`src/rtl/mgt_02_div_unit.sv`:
```
// Iterative restoring radix-2 integer divider for DIV/DIVU/REM/REMU.
// Handshake: a request is taken on a clock edge where valid_i & ready_o & clk_en_i & !kill_i; valid_o pulses once per completed request.
module mgt_02_div_unit #(
  parameter int WIDTH     = 32,
  parameter bit EARLY_OUT = 1'b1
) (
  input  logic             clk_i,
  input  logic             rst_i,
  input  logic             clk_en_i,
  input  logic             valid_i,
  output logic             ready_o,
  input  logic [1:0]       op_i,
  input  logic [WIDTH-1:0] dividend_i,
  input  logic [WIDTH-1:0] divisor_i,
  input  logic             kill_i,
  output logic             valid_o,
  output logic [WIDTH-1:0] result_o,
  output logic             div_by_zero_o,
  output logic             busy_o,
  output logic [2:0]       dbg_state_o
);

  localparam int CW = $clog2(WIDTH + 1);
  localparam logic [WIDTH-1:0] ONE     = WIDTH'(1);
  localparam logic [WIDTH-1:0] MIN_NEG = {1'b1, {(WIDTH-1){1'b0}}};

  typedef enum logic [2:0] {
    S_IDLE = 3'd0,
    S_PREP = 3'd1,
    S_ITER = 3'd2,
    S_FIX  = 3'd3,
    S_DONE = 3'd4
  } state_t;

  state_t           r_state;
  logic [1:0]       r_op;
  logic [WIDTH-1:0] r_dvd;
  logic [WIDTH-1:0] r_dvs;
  logic [WIDTH-1:0] r_quo;
  logic [WIDTH-1:0] r_rem;
  logic [CW-1:0]    r_cnt;
  logic             r_q_neg;
  logic             r_r_neg;
  logic             r_valid;
  logic [WIDTH-1:0] r_result;
  logic             r_dbz;

  logic             w_signed;
  logic             w_dvd_neg;
  logic             w_dvs_neg;
  logic [WIDTH-1:0] w_dvd_mag;
  logic [WIDTH-1:0] w_dvs_mag;
  logic             w_div0;
  logic             w_ovf;
  logic             w_early;
  logic [WIDTH:0]   w_shift;
  logic [WIDTH:0]   w_trial;
  logic [WIDTH-1:0] w_quo_fix;
  logic [WIDTH-1:0] w_rem_fix;

  assign w_signed  = ~r_op[0];
  assign w_dvd_neg = w_signed & r_dvd[WIDTH-1];
  assign w_dvs_neg = w_signed & r_dvs[WIDTH-1];
  assign w_dvd_mag = w_dvd_neg ? (~r_dvd + ONE) : r_dvd;
  assign w_dvs_mag = w_dvs_neg ? (~r_dvs + ONE) : r_dvs;
  assign w_div0    = (r_dvs == '0);
  assign w_ovf     = w_signed && (r_dvd == MIN_NEG) && (r_dvs == '1);
  assign w_early   = EARLY_OUT && (w_dvd_mag < w_dvs_mag);

  // r_quo doubles as the dividend shift register; its MSB feeds the partial remainder.
  assign w_shift   = {r_rem, r_quo[WIDTH-1]};
  assign w_trial   = w_shift - {1'b0, r_dvs};
  assign w_quo_fix = r_q_neg ? (~r_quo + ONE) : r_quo;
  assign w_rem_fix = r_r_neg ? (~r_rem + ONE) : r_rem;

  always_ff @(posedge clk_i) begin
    if (rst_i) begin
      r_state  <= S_IDLE;
      r_op     <= '0;
      r_dvd    <= '0;
      r_dvs    <= '0;
      r_quo    <= '0;
      r_rem    <= '0;
      r_cnt    <= '0;
      r_q_neg  <= 1'b0;
      r_r_neg  <= 1'b0;
      r_valid  <= 1'b0;
      r_result <= '0;
      r_dbz    <= 1'b0;
    end else if (clk_en_i) begin
      r_valid <= 1'b0;
      if (kill_i) begin
        r_state <= S_IDLE;
      end else begin
        case (r_state)
          S_IDLE, S_DONE: begin
            if (valid_i) begin
              r_op    <= op_i;
              r_dvd   <= dividend_i;
              r_dvs   <= divisor_i;
              r_state <= S_PREP;
            end else begin
              r_state <= S_IDLE;
            end
          end
          S_PREP: begin
            r_q_neg <= w_dvd_neg ^ w_dvs_neg;
            r_r_neg <= w_dvd_neg;
            r_quo   <= w_dvd_mag;
            r_dvs   <= w_dvs_mag;
            r_rem   <= '0;
            if (w_div0) begin
              r_result <= r_op[1] ? r_dvd : '1;
              r_dbz    <= 1'b1;
              r_valid  <= 1'b1;
              r_state  <= S_DONE;
            end else if (w_ovf) begin
              r_result <= r_op[1] ? '0 : r_dvd;
              r_dbz    <= 1'b0;
              r_valid  <= 1'b1;
              r_state  <= S_DONE;
            end else if (w_early) begin
              r_result <= r_op[1] ? r_dvd : '0;
              r_dbz    <= 1'b0;
              r_valid  <= 1'b1;
              r_state  <= S_DONE;
            end else begin
              r_cnt   <= CW'(WIDTH);
              r_state <= S_ITER;
            end
          end
          S_ITER: begin
            if (w_trial[WIDTH]) begin
              r_rem <= w_shift[WIDTH-1:0];
              r_quo <= {r_quo[WIDTH-2:0], 1'b0};
            end else begin
              r_rem <= w_trial[WIDTH-1:0];
              r_quo <= {r_quo[WIDTH-2:0], 1'b1};
            end
            r_cnt <= r_cnt - CW'(1);
            if (r_cnt == CW'(1)) r_state <= S_FIX;
          end
          S_FIX: begin
            r_result <= r_op[1] ? w_rem_fix : w_quo_fix;
            r_dbz    <= 1'b0;
            r_valid  <= 1'b1;
            r_state  <= S_DONE;
          end
          default: r_state <= S_IDLE;
        endcase
      end
    end
  end

  assign ready_o       = (r_state == S_IDLE) || (r_state == S_DONE);
  assign busy_o        = !ready_o;
  assign valid_o       = r_valid;
  assign result_o      = r_result;
  assign div_by_zero_o = r_dbz;
  assign dbg_state_o   = r_state;

endmodule

```
`config.mk`:
```
export PLATFORM = sky130hd
export DESIGN_NAME = mgt_02_div_unit
export DESIGN_NICKNAME = d
export VERILOG_FILES = /design/src/rtl/mgt_02_div_unit.sv
export SDC_FILE = /design/constraint.sdc
export NUM_CORES = 1
export LEC_CHECK = 0
export BUFFER_PORTS_ARGS = -buffer_cell sky130_fd_sc_hd__buf_2
export CAP_MARGIN = 20
export CORE_MARGIN = 10
export CORE_UTILIZATION = 40
export DETAILED_ROUTE_END_ITERATION = 8
export SYNTH_ARGS = -nofsm -noshare
export SYNTH_HDL_FRONTEND = slang
export SYNTH_SLANG_ARGS = --single-unit
```
`constraint.sdc`:
```
create_clock -name clk_i -period 5.9 [get_ports clk_i]
set_input_delay 1.18 -clock clk_i [delete_from_list [all_inputs] [get_ports clk_i]]
set_output_delay 1.18 -clock clk_i [all_outputs]
set_load 0.01 [all_outputs]
```
* After elaboration in Yosys (flattened, before gate mapping)
Index checks and enable logic that the tools add are counted.
W data, S select, Z words.
** Storage, ports and cells
- Logic and storage cells :: 96
- Input port bits :: 71
- Register bits after elaboration :: 175
- Output and inout bits :: 39
** Operators by class
- Reduce and logical (&&, ||, !) cells :: 17
- $add $sub $neg :: 6
- Magnitude comparators :: 1
- Muxes and demuxes :: 38
- Bitwise gates (word level) :: 9
- Eq/ne operators :: 13
** Operators by type and width (number)
- $mux W32 :: 13
- $pmux W32 S2 :: 4
- $add A32 B1 Y32 const B :: 4
- $not A32 Y32 :: 4
- $eq A32 B32 Y1 const B :: 2
- $sub A33 B32 Y33 :: 1
- $logic_not A32 Y1 :: 1
- $lt A32 B32 Y1 :: 1
- $mux W6 :: 3
- $mux W3 :: 5
- $pmux W3 S4 :: 1
- $pmux W6 S2 :: 1
- $reduce_and A4 Y1 :: 3
- $mux W1 :: 9
- $ne A2 B2 Y1 const B :: 4
- $eq A3 B2 Y1 const B :: 2
- $eq A6 B1 Y1 const B :: 1
- $reduce_and A3 Y1 :: 2
- $reduce_and A6 Y1 :: 1
- $reduce_bool A2 Y1 :: 3
- $sub A6 B1 Y6 const B :: 1
- $ne A4 B4 Y1 const B :: 1
- $pmux W1 S2 :: 2
- $eq A3 B1 Y1 const B :: 1
- 11 further kinds :: 14

* Logic depth before layout (Yosys ltp)
- Depth after elaboration :: 9
- Depth in mapped cells :: 19
- Depth with buffers taken out :: 17

* Worst setup path after synthesis
No wires, ideal clock.
- Path kind :: register to register
- Start :: register r_dvd[2]
- End :: register r_result[4], in the netlist result_o[4]
- Path buffers :: 3
- Cell stages (with the launch flop) :: 18
- Arrival :: 4468 ps
- Data required time :: 5784 ps
- Clock period less this slack :: 4584 ps
- Library setup time :: 116 ps
- Slack :: 1316 ps
- Cell sequence :: dfxtp_1 clkbuf_1 nor4_1 and3_1 clkbuf_1 nand3_1 nor4_1 a21oi_1 xor2_1 ha_1 nand4_1 or4_1 o211ai_1 a31oi_1 o31ai_1 clkbuf_1 nor3_1 a31o_2
** Between the ends
- Cells in the longest elaborated chain, start to end :: 6
- Elaborated cells on any way between the ends :: 12
- Classes of those cells :: add/sub: 1; order compare: 1; eq/ne: 2; mux: 4; bitwise: 1; reduce/logical: 3
** Ends and longest elaborated chain
- start: declaration :: line 37 : logic [WIDTH-1:0] r_dvd;
- start signal: assignment :: line 99 : r_dvd <= dividend_i;
- $not A32 Y32 or $eq A32 B32 Y1 (tied branches) :: line 64, 67
- $add A32 B1 Y32 or $logic_and A1 B1 Y1 (tied branches) :: line 64, 67
- $mux W32 or $logic_and A1 B1 Y1 (tied branches) :: line 64, 67
- $lt A32 B32 Y1 or $mux W32 (tied branches) :: line 68, 117
- $ne A4 B4 Y1 (no source line) or $mux W32 (tied branches)
- $reduce_and A4 Y1 (no source line) or $pmux W32 S2 (tied branches)
- end signal: assignment :: line 113 : r_result <= r_op[1] ? r_dvd : '1;
- end signal: assignment :: line 118 : r_result <= r_op[1] ? '0 : r_dvd;
- end signal: assignment :: line 123 : r_result <= r_op[1] ? r_dvd : '0;
- end: declaration :: line 45 : logic [WIDTH-1:0] r_result;
Parallel ways exist; a longest one is shown, timed or not.
A chain may end at the register's enable or synchronous reset.

* Worst setup path in the final report
- Start :: register r_dvd[10]
- End :: register r_result[29], in the netlist result_o[29]
Same word-level chain as after synthesis.

==> flow_summary.toml <==
[outcome]
status = "complete, no violations"

[cts]
clk_pin_slew_ns = 0.07
clockBufferDepth = 2
ctsResizeCount = 0
clock_sinks = 175
clk_latency_ns = 0.46
cts_hold_buf = 0
cts_root_buffer = "clkbuf_16"
cts_buffers = 17
postCtsSetupBuffers = 0
cts_htree_levels = 4
cts_tree = "built"

[worst_setup_path]
r2r-end = "result_o[29]"
critPathLaunch = "r_dvd[10]"
cp_max_fo = 33
crit_required_ns = 6.24
worst-r2r-cell-count = 16
start_kind = "register"
cp.arrival_ns = 5.82
worstSetupPathType = "reg2reg"
ff2ff_setup_slack_ns = 0.42
r2r-start = "r_dvd[10]"
endpoint_kind = "register"

[global_routing]
grtUsageMet2 = 0.383
use_met3 = 0.0449
grt.total_usage = 0.241
grt_max_degree = 76
grt-busiest-layer = "met2"
grt_pass1_wl_um = 74300
first_global_vias = 12600
grtUsageMet1 = 0.315
antenna_found_initial = 0
overflow = 0

[hold_path]
hold_end = "result_o[28]"
hp-class = "reg2reg"
worstHoldStart = "result_o[28]"
hold_path_depth = 2

[finish]
diodes = 0
drive_above_1_share = 0.105
area_growth_pct = 11.8
final_core_util = 0.456
nets = 1949
fill_cells = 3273

[routing]
ant_nets = 0
first_pass_iters = 5
num_vias = 13400
via_per_inst = 6.02
routedWlPerCell_um = 21.8
first_iter_violations = 1257
wl_um = 48500
drc = 0

[place]
hpwl_um = 36900
gp_congestion = 0.972
numPortBuffers = 109

[yosys]
netlist.area_leader.share = 0.271
synthTopCellsByCount = "nor2_1 (222), nand2_1 (213), dfxtp_1 (175)"
synthFlopType = "dfxtp_1"
syn_area_per_cell_um2 = 7.36
ys_warn_count = 0
post_synth_num_cell_types = 72
netlist_instances = 1757
synth_area_leaders = "dfxtp_1 (27%), ha_1 (6.8%), nor2_1 (6.4%)"
async_flop_share = 0
netlist_area_um2 = 12900
ys_seq_area_frac = 0.271
synthesis.nets = 1899
synth_top_area_cell = "dfxtp_1"
synth_edf_count = 0
synth.most_common_cell = "nor2_1"
yosys_register_bits = 175

[sta]
skew_ns = 0.0121
maxSlewViolCount = 0
setup_viol = 0
timing.setup.tns_ns = 0
fmax_mhz = 183
rsz0062_at_grt = "no"
slew_headroom = 0.117
worst_pin_slew_ns = 1.31
fin_crit_ns = 5.48
hold_violations = 0
fin_crit_sh = 0.928

[floorplan]
ios = 110
die_w_um = 200
initial_core_util = 0.408
die_h_um = 200
die_area_um2 = 39900
core_area_um2 = 31700
rows = 65

[pwr]
p_leak_nw = 5.83
ir_worst_vdd_mv = 0.221
pwr_density_cell_nw_per_um2 = 226

[job]
cap_violations = 0
[stage by stage]
stage	worst slack (ns)	cell area (µm²)	power, mW	std cells	hold slack, ns
5_1_grt	0.0195	14500	3.40	2222	0.486
4_1_cts	0.640	14400	3.26	2220	0.461
3_5_place_dp	0.676	13800	2.03	2188	0.452
2_1_floorplan	1.32	12900	1.78	1757	0.450
6_report	0.423	14500	3.26	2222	0.458
3_3_place_gp	0.723	13800	2.03	2188	0.453
[cell families (layout without fill, tap and decap cells)]
group / Yosys count / in the layout / synth area share
muxes: 35 / 35 / 0.0272
and+or+nand+nor: 654 / 654 / 0.231
buffers and inverters: 162 / 224 / 0.0486
AOI/OAI and AO/OA: 515 / 516 / 0.255
xor gates and xnor gates: 145 / 145 / 0.0982
adders and majority gates: 71 / 71 / 0.0693
DFF: 175 / 175 / 0.271
[area by class of cell]
cell class,count,area (µm²),area share
clock buffer,19,443,0.0306
clock inverter,13,174,0.0120
inverter,55,206,0.0143
multi-input combinational,1421,8840,0.612
sequential,175,3500,0.242
tap,402,503,0.0348
timing repair buffer,137,778,0.0538
[sequential cells by signal (all words and copies together) (netlist names)]
register / count
result_o: 32
r_quo: 32
r_cnt: 6
r_rem: 32
r_dvd: 32
dbg_state_o: 3
r_dvs: 32
r_r_neg: 1
valid_o: 1
r_q_neg: 1
r_op: 2
div_by_zero_o: 1
[routing by layer]
metal  vias up  share of wire
met2       541           0.45
met4         0          0.038
met3        90          0.075
met1      6345           0.44
li1       6408              -
met5         -              0
[cell usage in the layout, fill, tap and decap left out, types with 19 or more instances in the layout]
cell type and n:
nor3_1 44, nand3_1 34, mux2i_1 34, buf_4 28, a211oi_1 40, nor4_1 21
o211ai_1 22, xnor2_1 79, xor2_1 66, a21oi_1 149, o21ai_0 122, dfxtp_1 175
ha_1 70, nor2_1 218, inv_1 55, a21o_1 27, nand4_1 21, buf_2 108
nand2b_1 19, nand2_1 213, o31ai_1 34
[where the power goes]
part / internal [mW] / leakage [nW] / switching [mW]
Combinational: 0.286 / 4.12 / 0.502
Sequential: 1.20 / 1.41 / 0.0387
Clock: 0.687 / 0.292 / 0.547
[worst max-delay path, cell delays in order (launching register included)]
cell      delay, ns
dfxtp_1        0.38
or4_1          0.61
nor4_1         0.45
nand3_1        0.25
nor4_1         0.53
a31oi_1        0.19
xor2_1         0.21
ha_1           0.21
a21o_1         0.17
a21o_1         0.17
a221oi_1       0.28
o211ai_1       0.13
a31oi_1        0.87
o31a_1         0.23
buf_4          0.32
o211ai_1       0.14
o221a_1        0.22
[how the worst max path moves through the flow]
stage,end,slack (ns)
final,result_o[29],0.42
after global routing,result_o[29],0.02
after CTS,result_o[9],0.64
after detailed placement,result_o[9],0.68
after global placement,result_o[9],0.72
after floorplan,result_o[4],1.32
No activity file was read; power rests on OpenSTA's default activity.
